[src/rtl/game_pkg.sv]
// game_pkg: shared state encoding, beep modes, output bundle and round mask for the guess game
package game_pkg;
   typedef enum logic [3:0] {
      S_IDLE, S_GREET, S_ARM, S_PLAY, S_JUDGE, S_PASS_BEEP, S_FAIL_BEEP, S_VICTORY
   } state_t;
   localparam logic [1:0] BEEP_NONE = 2'd0;
   localparam logic [1:0] BEEP_PASS = 2'd1;
   localparam logic [1:0] BEEP_FAIL = 2'd2;
   typedef struct packed {
      logic        rand_st;
      logic        cst;
      logic        dzst;
      logic [2:0]  dz_num;
      logic        bst;
      logic [1:0]  beep_mode;
      logic        dst;
      logic [1:0]  disp_num;
      logic [15:0] led;
   } outs_t;
   // level 1/2/3 keeps the low 5/6/7 bits
   function automatic logic [6:0] lvl_mask(input logic [1:0] lvl);
      return 7'h7F >> (2'd3 - lvl);
   endfunction
endpackage

[src/rtl/round_sequencer_if.sv]
// round_sequencer_if: player/peripheral signals of the guess game sequencer
//   master drives enable, buttons, guess, rand_num, cnt_over, beep_over
//   slave (the sequencer) drives peripheral enables/selects, led, level, fail_cnt
interface round_sequencer_if;
   logic        enable, start_btn, restart_btn, cnt_over, beep_over;
   logic [6:0]  guess, rand_num;
   logic        rand_st, cst, dzst, bst, dst;
   logic [2:0]  dz_num;
   logic [1:0]  beep_mode, disp_num, level;
   logic [15:0] led;
   logic [3:0]  fail_cnt;
   modport master (
      output enable, start_btn, restart_btn, cnt_over, beep_over, guess, rand_num,
      input  rand_st, cst, dzst, dz_num, bst, beep_mode, dst, disp_num, led, level, fail_cnt
   );
   modport slave (
      input  enable, start_btn, restart_btn, cnt_over, beep_over, guess, rand_num,
      output rand_st, cst, dzst, dz_num, bst, beep_mode, dst, disp_num, led, level, fail_cnt
   );
endinterface

[src/rtl/btn_pulse.sv]
// btn_pulse: 2-flop sync + debounce, one-cycle pulse on an accepted rising edge
//   clk, rst_n (async, active-low), btn (raw), pulse (registered)
module btn_pulse #(
   parameter int DEB_CYCLES = 20000
) (
   input  logic clk,
   input  logic rst_n,
   input  logic btn,
   output logic pulse
);
   localparam int CW = $clog2(DEB_CYCLES + 1);
   logic [1:0]    sync_q, sync_d;
   logic [CW-1:0] cnt_q, cnt_d;
   logic          stable_q, stable_d, pulse_q, pulse_d, flip;
   always_comb begin
      sync_d   = {sync_q[0], btn};
      // accept the new level once it has differed for DEB_CYCLES consecutive cycles
      flip     = (sync_q[1] != stable_q) && (cnt_q == CW'(DEB_CYCLES - 1));
      cnt_d    = (sync_q[1] == stable_q || flip) ? '0 : cnt_q + 1'b1;
      stable_d = flip ? sync_q[1] : stable_q;
      pulse_d  = flip & sync_q[1];
   end
   always_ff @(posedge clk or negedge rst_n) begin
      if (!rst_n) begin
         sync_q   <= '0;
         cnt_q    <= '0;
         stable_q <= 1'b0;
         pulse_q  <= 1'b0;
      end else begin
         sync_q   <= sync_d;
         cnt_q    <= cnt_d;
         stable_q <= stable_d;
         pulse_q  <= pulse_d;
      end
   end
   assign pulse = pulse_q;
endmodule

[src/rtl/round_sequencer.sv]
// round_sequencer: registered FSM running three guessing rounds of the count-guess game
//   clk, rst_n (async, active-low)
//   bus.slave: switch/button/peripheral inputs in; peripheral enables/selects, led, level, fail_cnt out
module round_sequencer import game_pkg::*; #(
   parameter int DEB_CYCLES   = 20000,
   parameter int BEEP_TIMEOUT = 2000000,
   parameter int MAX_LEVEL    = 3,
   parameter int FAIL_MAX     = 15
) (
   input logic              clk,
   input logic              rst_n,
   round_sequencer_if.slave bus
);
   localparam int WDW = $clog2(BEEP_TIMEOUT + 1);
   state_t         state_q, state_d;
   logic [1:0]     en_sync_q, en_sync_d, level_q, level_d;
   logic [3:0]     fail_q, fail_d;
   logic [6:0]     target_q, target_d, mask;
   logic [WDW-1:0] wdog_q, wdog_d;
   logic           over_seen_q, over_seen_d, start_p, restart_p, beep_done;
   outs_t          out_q, out_d;
   btn_pulse #(.DEB_CYCLES(DEB_CYCLES)) u_start   (.clk, .rst_n, .btn(bus.start_btn),   .pulse(start_p));
   btn_pulse #(.DEB_CYCLES(DEB_CYCLES)) u_restart (.clk, .rst_n, .btn(bus.restart_btn), .pulse(restart_p));
   assign mask      = lvl_mask(level_q);
   assign beep_done = wdog_q == WDW'(BEEP_TIMEOUT - 1);
   always_comb begin
      en_sync_d   = {en_sync_q[0], bus.enable};
      state_d     = state_q;
      level_d     = level_q;
      fail_d      = fail_q;
      target_d    = target_q;
      over_seen_d = over_seen_q;
      // beep states are only entered from JUDGE, so anything else clears the watchdog
      wdog_d      = (state_q == S_PASS_BEEP || state_q == S_FAIL_BEEP) ? wdog_q + 1'b1 : '0;
      if (!en_sync_q[1])
         state_d = S_IDLE;
      else if (restart_p) begin
         state_d = S_ARM;
         level_d = 2'd1;
         fail_d  = '0;
      end else
         case (state_q)
            S_IDLE: state_d = S_GREET;
            S_ARM: begin
               target_d    = bus.rand_num & mask;
               over_seen_d = 1'b0;
               state_d     = S_PLAY;
            end
            S_PLAY: begin
               over_seen_d = over_seen_q | bus.cnt_over;
               if (start_p && over_seen_q) state_d = S_JUDGE;
            end
            S_JUDGE:
               if (((bus.guess ^ target_q) & mask) == '0)
                  state_d = S_PASS_BEEP;
               else begin
                  state_d = S_FAIL_BEEP;
                  fail_d  = (fail_q == FAIL_MAX[3:0]) ? fail_q : fail_q + 4'd1;
               end
            S_PASS_BEEP:
               if (bus.beep_over || beep_done) begin
                  if (level_q == MAX_LEVEL[1:0])
                     state_d = S_VICTORY;
                  else begin
                     level_d = level_q + 2'd1;
                     state_d = S_ARM;
                  end
               end
            S_FAIL_BEEP: if (bus.beep_over || beep_done) state_d = S_ARM;
            default: ;
         endcase
      // outputs follow the current state, so they land one cycle after state entry
      out_d.rand_st   = state_q inside {S_GREET, S_PASS_BEEP, S_FAIL_BEEP};
      out_d.cst       = state_q == S_PLAY;
      out_d.dzst      = state_q inside {S_GREET, S_PLAY, S_VICTORY};
      out_d.dz_num    = (state_q inside {S_GREET, S_PLAY}) ? 3'd3 : 3'd0;
      out_d.bst       = state_q inside {S_PASS_BEEP, S_FAIL_BEEP};
      out_d.beep_mode = state_q == S_PASS_BEEP ? BEEP_PASS : state_q == S_FAIL_BEEP ? BEEP_FAIL : BEEP_NONE;
      out_d.dst       = state_q inside {S_PLAY, S_VICTORY};
      out_d.disp_num  = state_q == S_PLAY ? level_q : state_q == S_VICTORY ? MAX_LEVEL[1:0] : 2'd0;
      out_d.led       = state_q == S_VICTORY ? 16'hFFFF : state_q == S_PLAY ? {9'd0, target_q} : 16'd0;
   end
   always_ff @(posedge clk or negedge rst_n) begin
      if (!rst_n) begin
         state_q     <= S_IDLE;
         en_sync_q   <= '0;
         level_q     <= 2'd1;
         fail_q      <= '0;
         target_q    <= '0;
         over_seen_q <= 1'b0;
         wdog_q      <= '0;
         out_q       <= '0;
      end else begin
         state_q     <= state_d;
         en_sync_q   <= en_sync_d;
         level_q     <= level_d;
         fail_q      <= fail_d;
         target_q    <= target_d;
         over_seen_q <= over_seen_d;
         wdog_q      <= wdog_d;
         out_q       <= out_d;
      end
   end
   assign bus.rand_st   = out_q.rand_st;
   assign bus.cst       = out_q.cst;
   assign bus.dzst      = out_q.dzst;
   assign bus.dz_num    = out_q.dz_num;
   assign bus.bst       = out_q.bst;
   assign bus.beep_mode = out_q.beep_mode;
   assign bus.dst       = out_q.dst;
   assign bus.disp_num  = out_q.disp_num;
   assign bus.led       = out_q.led;
   assign bus.level     = level_q;
   assign bus.fail_cnt  = fail_q;
endmodule

[src/flat_wrapper.sv]
// flat-port wrapper written by rule: the top's interface ports become plain ports
module round_sequencer_flat import game_pkg::*;
#(
   parameter int DEB_CYCLES   = 20000,
   parameter int BEEP_TIMEOUT = 2000000,
   parameter int MAX_LEVEL    = 3,
   parameter int FAIL_MAX     = 15
)
  (clk, rst_n, bus_enable, bus_start_btn, bus_restart_btn, bus_cnt_over, bus_beep_over, bus_guess, bus_rand_num, bus_rand_st, bus_cst, bus_dzst, bus_dz_num, bus_bst, bus_beep_mode, bus_dst, bus_disp_num, bus_led, bus_level, bus_fail_cnt);
  round_sequencer_if bus_i ();
  input logic clk;
  input logic rst_n;
  input wire logic [$bits(bus_i.enable)-1:0] bus_enable;
  input wire logic [$bits(bus_i.start_btn)-1:0] bus_start_btn;
  input wire logic [$bits(bus_i.restart_btn)-1:0] bus_restart_btn;
  input wire logic [$bits(bus_i.cnt_over)-1:0] bus_cnt_over;
  input wire logic [$bits(bus_i.beep_over)-1:0] bus_beep_over;
  input wire logic [$bits(bus_i.guess)-1:0] bus_guess;
  input wire logic [$bits(bus_i.rand_num)-1:0] bus_rand_num;
  output wire logic [$bits(bus_i.rand_st)-1:0] bus_rand_st;
  output wire logic [$bits(bus_i.cst)-1:0] bus_cst;
  output wire logic [$bits(bus_i.dzst)-1:0] bus_dzst;
  output wire logic [$bits(bus_i.dz_num)-1:0] bus_dz_num;
  output wire logic [$bits(bus_i.bst)-1:0] bus_bst;
  output wire logic [$bits(bus_i.beep_mode)-1:0] bus_beep_mode;
  output wire logic [$bits(bus_i.dst)-1:0] bus_dst;
  output wire logic [$bits(bus_i.disp_num)-1:0] bus_disp_num;
  output wire logic [$bits(bus_i.led)-1:0] bus_led;
  output wire logic [$bits(bus_i.level)-1:0] bus_level;
  output wire logic [$bits(bus_i.fail_cnt)-1:0] bus_fail_cnt;
  assign bus_i.enable = bus_enable;
  assign bus_i.start_btn = bus_start_btn;
  assign bus_i.restart_btn = bus_restart_btn;
  assign bus_i.cnt_over = bus_cnt_over;
  assign bus_i.beep_over = bus_beep_over;
  assign bus_i.guess = bus_guess;
  assign bus_i.rand_num = bus_rand_num;
  assign bus_rand_st = bus_i.rand_st;
  assign bus_cst = bus_i.cst;
  assign bus_dzst = bus_i.dzst;
  assign bus_dz_num = bus_i.dz_num;
  assign bus_bst = bus_i.bst;
  assign bus_beep_mode = bus_i.beep_mode;
  assign bus_dst = bus_i.dst;
  assign bus_disp_num = bus_i.disp_num;
  assign bus_led = bus_i.led;
  assign bus_level = bus_i.level;
  assign bus_fail_cnt = bus_i.fail_cnt;
  round_sequencer #(.DEB_CYCLES(DEB_CYCLES), .BEEP_TIMEOUT(BEEP_TIMEOUT), .MAX_LEVEL(MAX_LEVEL), .FAIL_MAX(FAIL_MAX)) u_core (.clk(clk), .rst_n(rst_n), .bus(bus_i));
endmodule
[config.mk]
export PLATFORM = sky130hd
export DESIGN_NAME = round_sequencer_flat
export DESIGN_NICKNAME = d
export VERILOG_FILES = /design/src/rtl/game_pkg.sv /design/src/rtl/round_sequencer_if.sv /design/src/rtl/btn_pulse.sv /design/src/rtl/round_sequencer.sv /design/src/flat_wrapper.sv
export SDC_FILE = /design/constraint.sdc
export NUM_CORES = 1
export LEC_CHECK = 0
export CAP_MARGIN = 5
export CORE_MARGIN = 8
export CORE_UTILIZATION = 35
export DETAILED_ROUTE_END_ITERATION = 16
export SYNTH_ARGS = -nofsm -noshare
export SYNTH_HDL_FRONTEND = slang
export SYNTH_SLANG_ARGS = --single-unit
[constraint.sdc]
create_clock -name clk -period 2.05 [get_ports clk]
set_clock_uncertainty 0.15 [all_clocks]
set_input_delay 0.41 -clock clk [delete_from_list [all_inputs] [get_ports clk]]
set_output_delay 0.41 -clock clk [all_outputs]
set_load 0.005 [all_outputs]
==> results.toml, run 1 <==
[placement]
port_buffers = 53
place_area_um2 = 5160
hpwlAfterDp_um = 6240
placed_cells = 644
gp_congestion = 0.787

[clocking]
cts_max_level = 3
ctsLongestPathBuffers = 2
cts-root-buf = "clkbuf_16"
clkLatencyLatePin_ps = 340
cts-buffers-inserted = 9
path_clk_slew_ps = 70
cts_sinks = 96
cts_tree = "built"

[timing]
layout_min_cycle_time_ps = 1990
rsz0062_at_grt = "yes"
fmax_mhz = 501
worstMarginPinSlew_ps = 574
maxSlewViolCount = 0
finalHoldViolCount = 0
slew_headroom_pct = 61.4
whs_ps = 202
fin_crit_sh_pct = 97.3
setup_viol = 0

[floorplan]
die_w_um = 128
num_rows = 40
initial_core_util_pct = 36.1
fp.dieH_um = 128
ioPinCount = 55
die_area_um2 = 16300
coreArea_um2 = 12100

[drt]
num_vias = 3101
ant_nets = 0
first_pass_iters = 4
wl_um = 8660
drt_iter0_markers = 125
wl_per_cell_um = 13.1
drcViolationCount = 0
viasPerCell = 4.68

[worst_hold_path]
min_from = "u_core.u_start.sync_q[0]"
hp-class = "reg -> reg"
min_path_cells = 0
min_to = "u_core.u_start.sync_q[1]"

[layout]
final_layout_size_suffix_gt1_share_pct = 10.9
num_antenna_cells = 0
layout_common_cells = "dfrtp_1 (95), nor2_1 (82), clkdlybuf4s50_1 (51)"
final_common_cell = "dfrtp_1"
design_area_um2 = 5500
nFillCells = 1138
nets = 517
area_growth_pct = 26.5
instances_no_fill = 663

[global_route]
antenna_found_initial = 0
grt_pass1_vias = 3172
grt_use_total_pct = 11.4
grt_max_degree = 35
grt_pass1_wl_um = 15200
overflow = 0

[synthesis]
synth_edf_count = 0
ys_seq_area_share_pct = 55.2
synth-seq-cells = 96
synth.distinct_cells = 47
netlist_area_um2 = 4350
ys.flop_type = "dfrtp_1"
synth_nets = 448
syn_inst = 421
yosysWarnings = 0
async_flop_share_pct = 100
syn_avg_cell_area_um2 = 10.3

[flow_run]
drv_cap = 0

[status]
status = "completed"

[power]
power_density_nw_per_um2 = 692
ir_worst_vdd_mv = 0.582
p_leak_nw = 2.37

[setup_path]
critPathRequiredTime_ps = 2130
r2r_start = "u_core.wdog_q[13]"
cp-end-kind = "register"
rrSetupSlack_ps = 60
reg2reg_to = "u_core.bus.level[1]"
critPathKind = "reg -> reg"
cp-start-kind = "register"
path_delay_family = "simple AND/OR/NAND/NOR gates"
r2r_cells = 5
worstPathArrival_ps = 2070
critPathMaxStageDelay_ps = 550
path_buf_inv = 0
crit_path_max_fanout = 3
crit_chain = "or4b_1 -> nor3_2 -> a41o_2 -> a21oi_2 -> a211o_1"
cpMaxStageDelayCell = "or4b_1"
## kinds of logic after synthesis
family	after synthesis	share of synthesized area (%)
buffers and inverters	33	3.71
multiplexers	8	2.01
AND/OR/NAND/NOR	191	21.3
XOR/XNOR	54	10.9
AO/OA/AOI/OAI	32	5.09
flip-flops	96	55.2
adder cells (fa/ha/maj)	6	1.73
other	1	0.0862
## how the worst max path moves through the flow
stage                                   start                      to  slack (ps)  depth (start not counted)
after floorplan           u_core.bus.level[0]  u_core.bus.fail_cnt[1]         100                          6
after global placement           bus_guess[5]  u_core.bus.fail_cnt[1]        -180                          6
after detailed placement         bus_guess[5]  u_core.bus.fail_cnt[1]        -210                          6
after global routing      u_core.bus.level[0]  u_core.bus.fail_cnt[1]         -30                          6
after CTS                   u_core.wdog_q[13]     u_core.bus.level[1]          30                          5
final                       u_core.wdog_q[13]     u_core.bus.level[1]          60                          5
## timing repair
action                                 CTS  global route
buffers inserted                         1             1
hold buffers                             1             0
pin swaps                                0             1
setup endpoints to repair                3             5
resized for setup                        2             2
endpoints found under the hold margin   29             0
## cells in the mapped netlist, drive strengths merged, types with 2 or more instances
cell     instances  area (µm²)
dfrtp           95        2380
nor2            82         308
xor2            31         272
nand2           29         109
xnor2           23         201
nand3           17        85.1
inv             16        60.1
nand4           16         100
nor3            12        70.1
buf             10        75.1
and3             8        50.1
a21oi            7        38.8
clkbuf           7        26.3
ha               6        75.1
mux2             6        67.6
nor3b            6        45.0
o21ai            6        30.0
nand2b           4        25.0
nor4b            4        41.3
a31oi            3        18.8
nand3b           3        22.5
nor2b            3        18.8
a211o            2        17.5
mux2i            2        20.0
o22ai            2        12.5
o2bb2ai          2        17.5
o31ai            2        15.0
## final cells by class
| type | count | area (µm²) | area share (%) |
|---|---|---|---|
| clock buffer | 11 | 253 | 4.59 |
| clock inverter | 5 | 53.8 | 0.978 |
| inverter | 16 | 60.1 | 1.09 |
| multi-input combinational | 292 | 1800 | 32.8 |
| sequential | 96 | 2400 | 43.7 |
| tap | 168 | 210 | 3.82 |
| timing repair buffer | 75 | 719 | 13.1 |
## worst register-to-register path: cells and delay by family, from the launching register on
family / cells / cell delay [ps]
DFF: 1 / 400
and+or+nand+nor: 2 / 730
AOI/OAI and AO/OA: 3 / 610
## power breakdown
part / switching [mW] / leakage, nW / internal (mW) / total (mW)
sequential: 0.0220 / 1.28 / 1.92 / 1.94
clock: 0.687 / 0.156 / 1.01 / 1.70
combinational: 0.0859 / 0.937 / 0.0850 / 0.171
## routing by layer
metal	track usage [%]	share of wire, %	vias to the layer above
li1	-	-	1550
met1	14.6	46	1471
met2	18.1	46	71
met3	3.62	6.3	9
met4	3.36	1.2	0
met5	0	0	-
## stage by stage
stage | setup slack, ps | total power, mW | util, % | TNS, ps
2_1_floorplan | 102 | 2.03 | - | 0
3_3_place_gp | -176 | 2.14 | 42.7 | -496
3_5_place_dp | -206 | 2.15 | 42.7 | -676
4_1_cts | 33.5 | 3.86 | 45.5 | 0
5_1_grt | -27.8 | 3.96 | 45.6 | -81.3
6_report | 55.1 | 3.81 | 45.6 | 0
## flip-flops by register name (all words and copies together), names as in the netlist, 2 cells and up
name,flops
u_core.bus.disp_num,2
u_core.bus.fail_cnt,4
u_core.bus.level,2
u_core.bus.beep_mode,2
u_core.u_start.cnt_q,15
u_core.u_start.sync_q,2
u_core.en_sync_q,2
u_core.u_restart.sync_q,2
u_core.bus.led,8
u_core.target_q,7
u_core.wdog_q,21
u_core.u_restart.cnt_q,15
u_core.state_q,3
Note: power is estimated with default switching activity, not from simulation.
==> inputs of run 2 (changes only) <==
--- a/config.mk
+++ b/config.mk
@@ -6,7 +6,7 @@
 export NUM_CORES = 1
 export LEC_CHECK = 0
 export CAP_MARGIN = 5
-export CORE_MARGIN = 8
+export CORE_MARGIN = 3
 export CORE_UTILIZATION = 35
 export DETAILED_ROUTE_END_ITERATION = 16
 export SYNTH_ARGS = -nofsm -noshare
==> results.toml, run 2 (synthesized netlist as in run 1, its figures left out) <==
[floorplan]
die_area_um2 = 13800
coreArea_um2 = 12100
num_rows = 40
die_w_um = 118
initial_core_util_pct = 36.1
ioPinCount = 55
fp.dieH_um = 118

[timing]
finalHoldViolCount = 0
layout_min_cycle_time_ps = 2000
setup_viol = 0
fmax_mhz = 500
worstMarginPinSlew_ps = 602
slew_headroom_pct = 59.5
rsz0062_at_grt = "no"
whs_ps = 198
maxSlewViolCount = 0
fin_crit_sh_pct = 97.6
finalSetupTns_ps = 0

[flow_run]
drv_cap = 0

[drt]
num_vias = 3120
first_pass_iters = 4
wl_per_cell_um = 12.8
wl_um = 8590
ant_nets = 0
drt-met1-wl_um = 4100
wl_met3_um = 382
viasPerCell = 4.66
wl_met2_um = 4000
drcViolationCount = 0
highest_layer = "met4"
drt_iter0_markers = 194

[global_route]
grt_pass1_wl_um = 15400
grt_max_degree = 30
grt_use_total_pct = 13.4
antenna_found_initial = 0
overflow = 0
grt_pass1_vias = 3237

[layout]
num_antenna_cells = 0
area_growth_pct = 28.0
design_area_um2 = 5570
largest_register_ffs = 21
layout_common_cells = "dfrtp_1 (95), nor2_1 (82), clkdlybuf4s50_1 (51)"
final_common_cell = "dfrtp_1"
nFillCells = 1119
regMostFlops = "u_core.wdog_q"
finalCoreUtilization_pct = 46.2
largestRegisters = "u_core.wdog_q (21), u_core.u_restart.cnt_q (15), u_core.u_start.cnt_q (15)"
nets = 523
instances_no_fill = 669
final_layout_size_suffix_gt1_share_pct = 11.8

[clocking]
clkLatencyLatePin_ps = 340
cts_max_level = 3
cts-root-buf = "clkbuf_16"
cts_tree = "built"
ctsLongestPathBuffers = 2
path_clk_slew_ps = 60
cts-buffers-inserted = 9
cts_sinks = 96

[setup_path]
crit_path_max_fanout = 2
reg2reg_to = "u_core.bus.level[1]"
r2r_start = "u_core.wdog_q[14]"
r2r_cells = 5
cp-start-kind = "register"
cp-end-kind = "register"
critPathLaunch = "u_core.wdog_q[14]"
critPathRequiredTime_ps = 2120
endpoint = "u_core.bus.level[1]"
worstPathArrival_ps = 2070
rrSetupSlack_ps = 50
critPathKind = "reg -> reg"

[placement]
place_area_um2 = 5190
hpwlAfterDp_um = 6140
port_buffers = 53
gp_congestion = 0.800
placed_cells = 649

[power]
ir_worst_vdd_mv = 0.465
power_density_nw_per_um2 = 702
p_leak_nw = 2.42

[worst_hold_path]
hp-class = "reg -> reg"

[status]
status = "completed"
[run 2: changes by cell type in the layout (fill, tap and decap cells not counted), sizes merged]
cell / before / now
buf: 22 / 28
clkinvlp: 0 / 2
clkinv: 3 / 1
bufinv: 1 / 2
inv: 17 / 16
[run 2: per-layer routing]
metal	track usage, %	vias to the layer above
li1	-	1549
met2	21.6	60
met3	3.51	10
met1	18.0	1501
met4	3.74	0
met5	0	-
[run 2: power by group]
group / internal (mW) / switching, mW / total (mW)
logic: 0.0886 / 0.0867 / 0.175
clock network: 1.10 / 0.696 / 1.80
registers: 1.92 / 0.0227 / 1.94
[run 2: how the worst min path moves through the flow]
stage	start	end	slack, ps	cells past startpoint
3_5_place_dp	u_core.u_restart.sync_q[0]	u_core.u_restart.sync_q[1]	180	0
6_report	u_core.u_restart.sync_q[0]	u_core.u_restart.sync_q[1]	200	0
4_1_cts	u_core.u_restart.sync_q[0]	u_core.u_restart.sync_q[1]	200	0
2_1_floorplan	rst_n	u_core.bus.beep_mode[0]	-40	0
3_3_place_gp	u_core.u_restart.sync_q[0]	u_core.u_restart.sync_q[1]	190	0
5_1_grt	u_core.u_start.sync_q[0]	u_core.u_start.sync_q[1]	200	0
[run 2: layout make-up]
type | count | area [µm²] | share of cell area (%)
clock inverters | 5 | 80.1 | 1.44
flip-flops and latches | 96 | 2400 | 43.1
clock buffers | 11 | 243 | 4.36
well taps | 168 | 210 | 3.77
inverters | 16 | 60.1 | 1.08
multi-input cells | 292 | 1810 | 32.5
repair buffers | 81 | 764 | 13.7
[run 2: through the flow]
step / setup WS, ps / power [mW]
4_1_cts: 1.73 / 3.97
5_1_grt: 6.65 / 4.07
2_1_floorplan: 102 / 2.03
6_report: 49.0 / 3.91
3_3_place_gp: -174 / 2.15
3_5_place_dp: -207 / 2.15
[run 2: timing repair]
| action | in CTS | in global routing |
|---|---|---|
| hold buffers | 1 | 0 |
| pin swaps | 1 | 1 |
| resized for setup | 4 | 1 |
| endpoints found under the setup margin | 3 | 3 |
| hold endpoints to repair | 25 | 0 |
| setup buffers | 2 | 1 |
[run 2: critical path, stage by stage (launching register included)]
cell and delay [ps]:
dfrtp_1 400, or4b_4 540, nor3_4 180, a41o_2 250, a21oi_2 60, a211o_1 300
==> inputs of run 3 (changes only) <==
--- a/config.mk
+++ b/config.mk
@@ -7,7 +7,7 @@
 export LEC_CHECK = 0
 export CAP_MARGIN = 5
 export CORE_MARGIN = 3
-export CORE_UTILIZATION = 35
+export CORE_UTILIZATION = 25
 export DETAILED_ROUTE_END_ITERATION = 16
 export SYNTH_ARGS = -nofsm -noshare
 export SYNTH_HDL_FRONTEND = slang
==> results.toml, run 3 (synthesized netlist as in run 1, its figures left out) <==
[timing]
slew_headroom_pct = 60.1
finalHoldViolCount = 0
maxSlewViolCount = 0
whs_ps = 202
worstMarginPinSlew_ps = 592
fmax_mhz = 502
rsz0062_at_grt = "yes"
fin_crit_sh_pct = 97.2
setup_viol = 0
layout_min_cycle_time_ps = 1990
finalWorstSetupSlack_ps = 57.2

[clocking]
cts-root-buf = "clkbuf_16"
cts_sinks = 96
path_clk_slew_ps = 70
clkLatencyLatePin_ps = 340
ctsLongestPathBuffers = 2
cts-buffers-inserted = 9
cts_max_level = 3
cts_tree = "built"

[layout]
finalCoreUtilization_pct = 33.1
instances_no_fill = 714
final_layout_size_suffix_gt1_share_pct = 10.3
largestRegisters = "u_core.wdog_q (21), u_core.u_restart.cnt_q (15), u_core.u_start.cnt_q (15)"
nets = 516
largest_register_ffs = 21
area_growth_pct = 27.9
final_common_cell = "dfrtp_1"
regMostFlops = "u_core.wdog_q"
num_antenna_cells = 0
layout_common_cells = "dfrtp_1 (95), nor2_1 (82), clkdlybuf4s50_1 (51)"

[setup_path]
critPathKind = "reg -> reg"
critPathRequiredTime_ps = 2190
cp-start-kind = "register"
cp-end-kind = "register"
crit_path_max_fanout = 3
worstPathArrival_ps = 2130

[floorplan]
fp.dieH_um = 138
die_area_um2 = 19000
die_w_um = 138
initial_core_util_pct = 25.9
num_rows = 47
coreArea_um2 = 16800
ioPinCount = 55

[global_route]
grt_max_degree = 40
grt_pass1_wl_um = 15400
grt_pass1_vias = 3169
overflow = 0
grt_use_total_pct = 10.2
antenna_found_initial = 0

[placement]
dp_slack_ps = -237
placed_cells = 697
hpwlAfterDp_um = 6580
port_buffers = 53
gp_congestion = 0.773

[drt]
wl_um = 9210
num_vias = 3190
drt_iter0_markers = 185
first_pass_iters = 4
wl_per_cell_um = 12.9
ant_nets = 0
viasPerCell = 4.47
drcViolationCount = 0

[power]
power_mw = 3.83
ir_worst_vdd_mv = 0.452
power_density_nw_per_um2 = 688
p_leak_nw = 2.36

[worst_hold_path]
hp-class = "reg -> reg"

[flow_run]
drv_cap = 0

[status]
status = "completed"
==> run 3: worst paths after layout <==
kind | from | endpoint | slack [ps] | cells past startpoint
setup / recovery | u_core.wdog_q[13] | u_core.bus.level[1] | 60 | 5
hold / removal | u_core.u_start.sync_q[0] | u_core.u_start.sync_q[1] | 200 | 0
setup reg to reg | u_core.wdog_q[13] | u_core.bus.level[1] | 60 | 5
hold reg to reg | u_core.u_start.sync_q[0] | u_core.u_start.sync_q[1] | 200 | 0
max in group asynchronous | rst_n | u_core.u_start.stable_q | 760 | 3
min in group asynchronous | rst_n | u_core.bus.bst | 440 | 2
==> run 3: power by group <==
group,switching (mW),internal [mW]
registers,0.0218,1.92
clock network,0.727,0.990
logic,0.0896,0.0850
total,0.839,2.99
==> run 3: stage by stage <==
step	area [µm²]	TNS, ps
finish	5570	0
global placement	5230	-528
global route	5570	-46.2
floorplan	4350	0
CTS	5550	0
detailed placement	5230	-721
==> run 3: critical path, stage by stage (launching register included) <==
cell and delay [ps]:
dfrtp_1 400, or4b_1 550, nor3_2 140, a41oi_1 230
nor4b_2 330, a211o_1 130
==> run 3: what timing repair did <==
action / CTS / global route
pin swaps: 0 / 1
gates cloned: 0 / 0
hold buffers: 1 / 0
resized for setup: 2 / 2
endpoints found under the hold margin: 35 / 0
setup buffers: 0 / 0
setup endpoints to repair: 3 / 5
==> run 3: layout make-up <==
type / count / area [µm²]
clock inverters: 5 / 63.8
repair buffers: 74 / 712
inverters: 16 / 60.1
clock buffers: 11 / 243
flip-flops and latches: 96 / 2400
multi-input cells: 292 / 1810
well taps: 220 / 275
fillers: 1727 / 11300
==> run 3: per-layer routing <==
layer | global-route usage [%] | vias up | share of wire [%]
met1 | 13.1 | 1568 | 45
li1 | - | 1538 | -
met4 | 2.96 | 0 | 1.2
met5 | 0 | - | 0
met2 | 16.8 | 75 | 48
met3 | 2.94 | 9 | 5.3
